`config.mk`:
```
export PLATFORM = sky130hd
export DESIGN_NAME = ram_burst_ctrl
export DESIGN_NICKNAME = d
export VERILOG_FILES = /design/src/rtl/ram_burst_ctrl.sv
export SDC_FILE = /design/constraint.sdc
export NUM_CORES = 1
export LEC_CHECK = 0
export ABC_AREA = 1
export CAP_MARGIN = 5
export CORE_ASPECT_RATIO = 1.2
export CORE_UTILIZATION = 43
export DETAILED_ROUTE_END_ITERATION = 6
export GPL_ROUTABILITY_DRIVEN = 0
export HOLD_SLACK_MARGIN = 0.08
export PLACE_DENSITY = 0.88
export SYNTH_ARGS = -nofsm -noshare
export SYNTH_HDL_FRONTEND = slang
export SYNTH_SLANG_ARGS = --single-unit
```
`constraint.sdc`:
```
create_clock -name clk -period 2.15 [get_ports clk]
set_clock_uncertainty 0.15 [all_clocks]
set_input_delay 0.645 -clock clk [delete_from_list [all_inputs] [get_ports clk]]
set_output_delay 0.645 -clock clk [all_outputs]
set_load 0.02 [all_outputs]
```
`src/rtl/ram_burst_ctrl.sv`:
```
// ram_burst_ctrl
// ---------------------------------------------------------------------------
// Burst sequencer placed in front of a single-port synchronous RAM. Upstream
// logic issues one command (direction, base address, length-1); the
// controller then walks the RAM address space one word per cycle. Write
// beats arrive through a valid/ready handshake. Read words come back as a
// valid-qualified stream with no backpressure.
//
// Ports
//   clk, rst_n            clock / asynchronous active-low reset
//   cmd_valid/cmd_ready   command handshake (cmd_wr, cmd_addr, cmd_len)
//   wdata_valid/ready     write beat handshake (wdata)
//   rdata_valid, rdata    read stream (rdata is the RAM output, passed through)
//   busy, done            burst in progress / one-cycle completion pulse
//   ram_addr/din/wr/cs    RAM control pins; ram_dout is the RAM read port
// ---------------------------------------------------------------------------
module ram_burst_ctrl #(
  parameter int AW = 10,
  parameter int DW = 8
) (
  input  logic          clk,
  input  logic          rst_n,
  input  logic          cmd_valid,
  output logic          cmd_ready,
  input  logic          cmd_wr,
  input  logic [AW-1:0] cmd_addr,
  input  logic [AW-1:0] cmd_len,
  input  logic          wdata_valid,
  output logic          wdata_ready,
  input  logic [DW-1:0] wdata,
  output logic          rdata_valid,
  output logic [DW-1:0] rdata,
  output logic          busy,
  output logic          done,
  output logic [AW-1:0] ram_addr,
  output logic [DW-1:0] ram_din,
  output logic          ram_wr,
  output logic          ram_cs,
  input  logic [DW-1:0] ram_dout
);

  typedef enum logic [1:0] {
    S_IDLE  = 2'd0,
    S_WRITE = 2'd1,
    S_READ  = 2'd2
  } state_t;

  localparam logic [AW-1:0] ONE = {{(AW-1){1'b0}}, 1'b1};

  state_t        state_q, state_d;
  logic [AW-1:0] ptr_q, ptr_d;
  logic [AW-1:0] cnt_q, cnt_d;
  logic          rdata_valid_q, rdata_valid_d;
  logic          done_q, done_d;

  // Asynchronous reset forces IDLE, which immediately deasserts ram_cs and
  // abandons any burst in flight without a done pulse.
  always_ff @(posedge clk or negedge rst_n) begin
    if (!rst_n) begin
      state_q       <= S_IDLE;
      ptr_q         <= '0;
      cnt_q         <= '0;
      rdata_valid_q <= 1'b0;
      done_q        <= 1'b0;
    end else begin
      state_q       <= state_d;
      ptr_q         <= ptr_d;
      cnt_q         <= cnt_d;
      rdata_valid_q <= rdata_valid_d;
      done_q        <= done_d;
    end
  end

  always_comb begin
    state_d       = state_q;
    ptr_d         = ptr_q;
    cnt_d         = cnt_q;
    rdata_valid_d = 1'b0;
    done_d        = 1'b0;
    ram_cs        = 1'b0;
    ram_wr        = 1'b0;
    wdata_ready   = 1'b0;

    case (state_q)
      S_IDLE: begin
        if (cmd_valid) begin
          ptr_d   = cmd_addr;
          cnt_d   = cmd_len;
          state_d = cmd_wr ? S_WRITE : S_READ;
        end
      end

      S_WRITE: begin
        wdata_ready = 1'b1;
        // Without a beat this is a bubble: RAM deselected, counters hold.
        if (wdata_valid) begin
          ram_cs = 1'b1;
          ram_wr = 1'b1;
          ptr_d  = ptr_q + ONE;   // wraps modulo 2**AW
          cnt_d  = cnt_q - ONE;
          if (cnt_q == '0) begin
            state_d = S_IDLE;
            done_d  = 1'b1;
          end
        end
      end

      S_READ: begin
        ram_cs        = 1'b1;
        // RAM output lands one cycle after the address, hence the register.
        rdata_valid_d = 1'b1;
        ptr_d         = ptr_q + ONE;
        cnt_d         = cnt_q - ONE;
        if (cnt_q == '0) begin
          state_d = S_IDLE;
          done_d  = 1'b1;
        end
      end

      default: state_d = S_IDLE;
    endcase
  end

  assign ram_addr    = ptr_q;
  assign ram_din     = wdata;
  assign rdata       = ram_dout;
  assign rdata_valid = rdata_valid_q;
  assign done        = done_q;
  assign busy        = (state_q != S_IDLE);
  assign cmd_ready   = !busy;

endmodule

```
==> results.toml <==
[clock_network]
hold_buffers = 0
path_clk_slew_ns = 0.08
cts_buffers = 3
clk_latency_ns = 0.27
cts_tree = "built"
root_buffer = "clkbuf_8"
h-tree-depth = 1
clock_path_buffers = 2
cts.sinks = 24

[route]
wl_per_cell_um = 12.1
dr.first_iter.drc_count = 111
dr.pass1.iters = 4
postRouteAntennaNets = 0
via_per_inst = 4.97
route.detailed.drc = 0
vias = 1626
drt-total-wl_um = 3960

[logic_synthesis]
synth_adder_area_share_pct = 4.35
synth_ff_type = "dfrtp_1"
ys_top_cells_by_count = "nand2_1 (58), inv_1 (29), dfrtp_1 (24)"
synth-warning-count = 0
synth_area_leaders = "dfrtp_1 (35%), nand2_1 (13%), buf_4 (8.3%)"
syn_avg_cell_area_um2 = 7.10
synth-compound-area-share_pct = 14.2
synth_cell_type_count = 28
synthXorXnorAreaFrac_pct = 0.508
syn_area_um2 = 1720
synth.area.mux_share_pct = 0
synth_area_leader_cell = "dfrtp_1"
synthMostInstantiatedCell = "nand2_1"
ys_seq_area_share_pct = 34.8
async_flop_share_pct = 100
synthCells = 243
syn_nets = 290
ys_seq_elements = 24
synth_top_family_by_area = "simple AND/OR/NAND/NOR gates"
synth-simple-area-share_pct = 28.4
synth_edf_count = 0
synth_top_area_share_pct = 34.8

[global_route]
use_met3_pct = 2.89
grt_max_degree = 32
antenna_found_initial = 0
grt_first_pass_wirelength_um = 6470
grt_busiest_layer = "met2"
gr-total-overflow = 0
met1_usage_pct = 23.6
grt_pass1_vias = 1560
grt_util_met2_pct = 34.7
grt_use_total_pct = 19.6

[timing]
hold_slack_ns = 0.395
setup_viol = 1
hold_viol_final = 0
max_slew_margin_pct = 79.1
worst_pin_slew_ns = 0.314
worst_slack_ns = -0.00747
min_period_ns = 2.16
fmax_mhz = 464
post-route-period-util_pct = 100
rsz0062_at_grt = "true"
finalMaxSlewViolations = 0
fin_tns_setup_ns = -0.00747

[power_and_ir_drop]
power_per_cell_area_nw_per_um2 = 1550
p_leak_nw = 1.06
ir_worst_vdd_v = 0.000874

[setup_path]
ff2ff_setup_slack_ns = 0.11
path_max_fanout = 3
arrival_ns = 1.36
worstPathRequired_ns = 1.35
path_buf_inv = 4
slowest_stage = "dfrtp_1"
start_kind = "flip-flop"
crit_type = "reg -> out"
timing.rr.end = "cnt_q[9]$_DFFE_PN0P_"
crit-reg2reg-launch = "state_q[1]$_DFFE_PN0P_"
path_cells = "inv_2, buf_6, ha_4, o21ai_2, inv_1, buf_6"
cp_common_cell = "buf_6"
rr_worst_depth = 11
endpoint_kind = "output port"
cp_slowest_stage_delay_ns = 0.39
crit_family = "flip-flops"

[status]
violations = "negative setup slack"
status = "finished with violations"

[hold_path]
hold_depth = 2
hp-start = "ram_addr[9]$_DFFE_PN0P_"
hold_end = "ram_addr[9]$_DFFE_PN0P_"
min_path_type = "reg -> reg"

[final_layout]
fill_cells = 345
area_growth_pct = 27.4
num_antenna_cells = 0
finalNetCount = 324
final_core_util_pct = 59.0
drive_gt1_share_pct = 13.8

[floorplanning]
initial_core_util_pct = 46.3
die-width_um = 59.8
num_rows = 24
boundaryPins = 74
design.core.area_um2 = 3720
dieHeight_um = 71.4
die_area_um2 = 4270

[placed_design]
portBuffers = 41
hpwlAfterDp_um = 2740

[run]
max_cap_viol_count = 0
## per-stage QoR
stage | worst slack, ns | power, mW | std cells | cell area (um^2)
2_1_floorplan | 0.0522 | 2.42 | 243 | 1720
5_1_grt | -0.0684 | 3.71 | 327 | 2200
6_report | -0.00747 | 3.39 | 327 | 2200
3_5_place_dp | -0.608 | 3.03 | 322 | 2100
4_1_cts | 0.000250 | 3.28 | 326 | 2140
3_3_place_gp | -0.582 | 2.94 | 322 | 2100
## report_power, final
part	total (mW)	leakage (nW)	internal, mW	switching [mW]
combinational	2.24	0.756	0.941	1.30
clock	0.264	0.0216	0.125	0.138
sequential	0.891	0.287	0.680	0.211
total	3.39	1.06	1.75	1.65
## how the worst max path moves through the flow
stage,startpoint,end,slack (ns),cells after the start
final,state_q[1]$_DFFE_PN0P_,ram_cs,-0.007,6
after CTS,state_q[0]$_DFFE_PN0P_,ram_cs,0.0002,6
after detailed placement,wdata_valid,ram_cs,-0.61,6
after floorplan,state_q[0]$_DFFE_PN0P_,ram_cs,0.05,6
after global placement,wdata_valid,ram_cs,-0.58,6
after global routing,state_q[1]$_DFFE_PN0P_,ram_cs,-0.07,6
## logic make-up after synthesis
logic type | after synthesis
compound gates | 43
buf+inv | 56
xor+xnor | 1
flops | 24
simple gates | 113
fa+ha+maj | 6
## layout by cell type (no fill, tap or decap), drive strengths merged, types with 2 or more instances in the layout
cell           count
a21oi             10
buf               15
clkbuf             3
clkdlybuf4s15      2
clkdlybuf4s50     33
dfrtp             24
dlymetal6s2s       2
ha                 6
inv               32
nand2             59
nand3             16
nand4              4
nor2              26
nor3               5
o21a               2
o21ai             25
o22ai              3
or2                2
## state kept, by name, summed over array words and instances, names as in the netlist
name	cells
done	1
rdata_valid	1
state_q	2
cnt_q	10
ram_addr	10
## repair_timing
item                                    in CTS  in global routing
endpoints found under the setup margin       5                  9
gates resized for setup                     16                 17
buffers inserted                             1                  1
pin swaps                                    1                  3
## routing by layer
layer,wire [um],vias up
met5,0,-
met4,60,0
met3,234,6
met2,2040,58
met1,1620,737
li1,-,825
## worst min-delay path, delay by kind of cell (launching register included)
family	cells	cell delay [ns]
and+or+nand+nor	2	0.13
DFF	1	0.40
## layout make-up
class                           count  area, um^2  share of cell area (%)
Clock buffer                        3        41.3                    1.88
Tap cell                           52        65.1                    2.96
Multi-Input combinational cell    163         846                    38.5
Inverter                           32         120                    5.47
Timing Repair Buffer               53         522                    23.8
Sequential cell                    24         602                    27.4
Power figures use the tool's default switching activity.
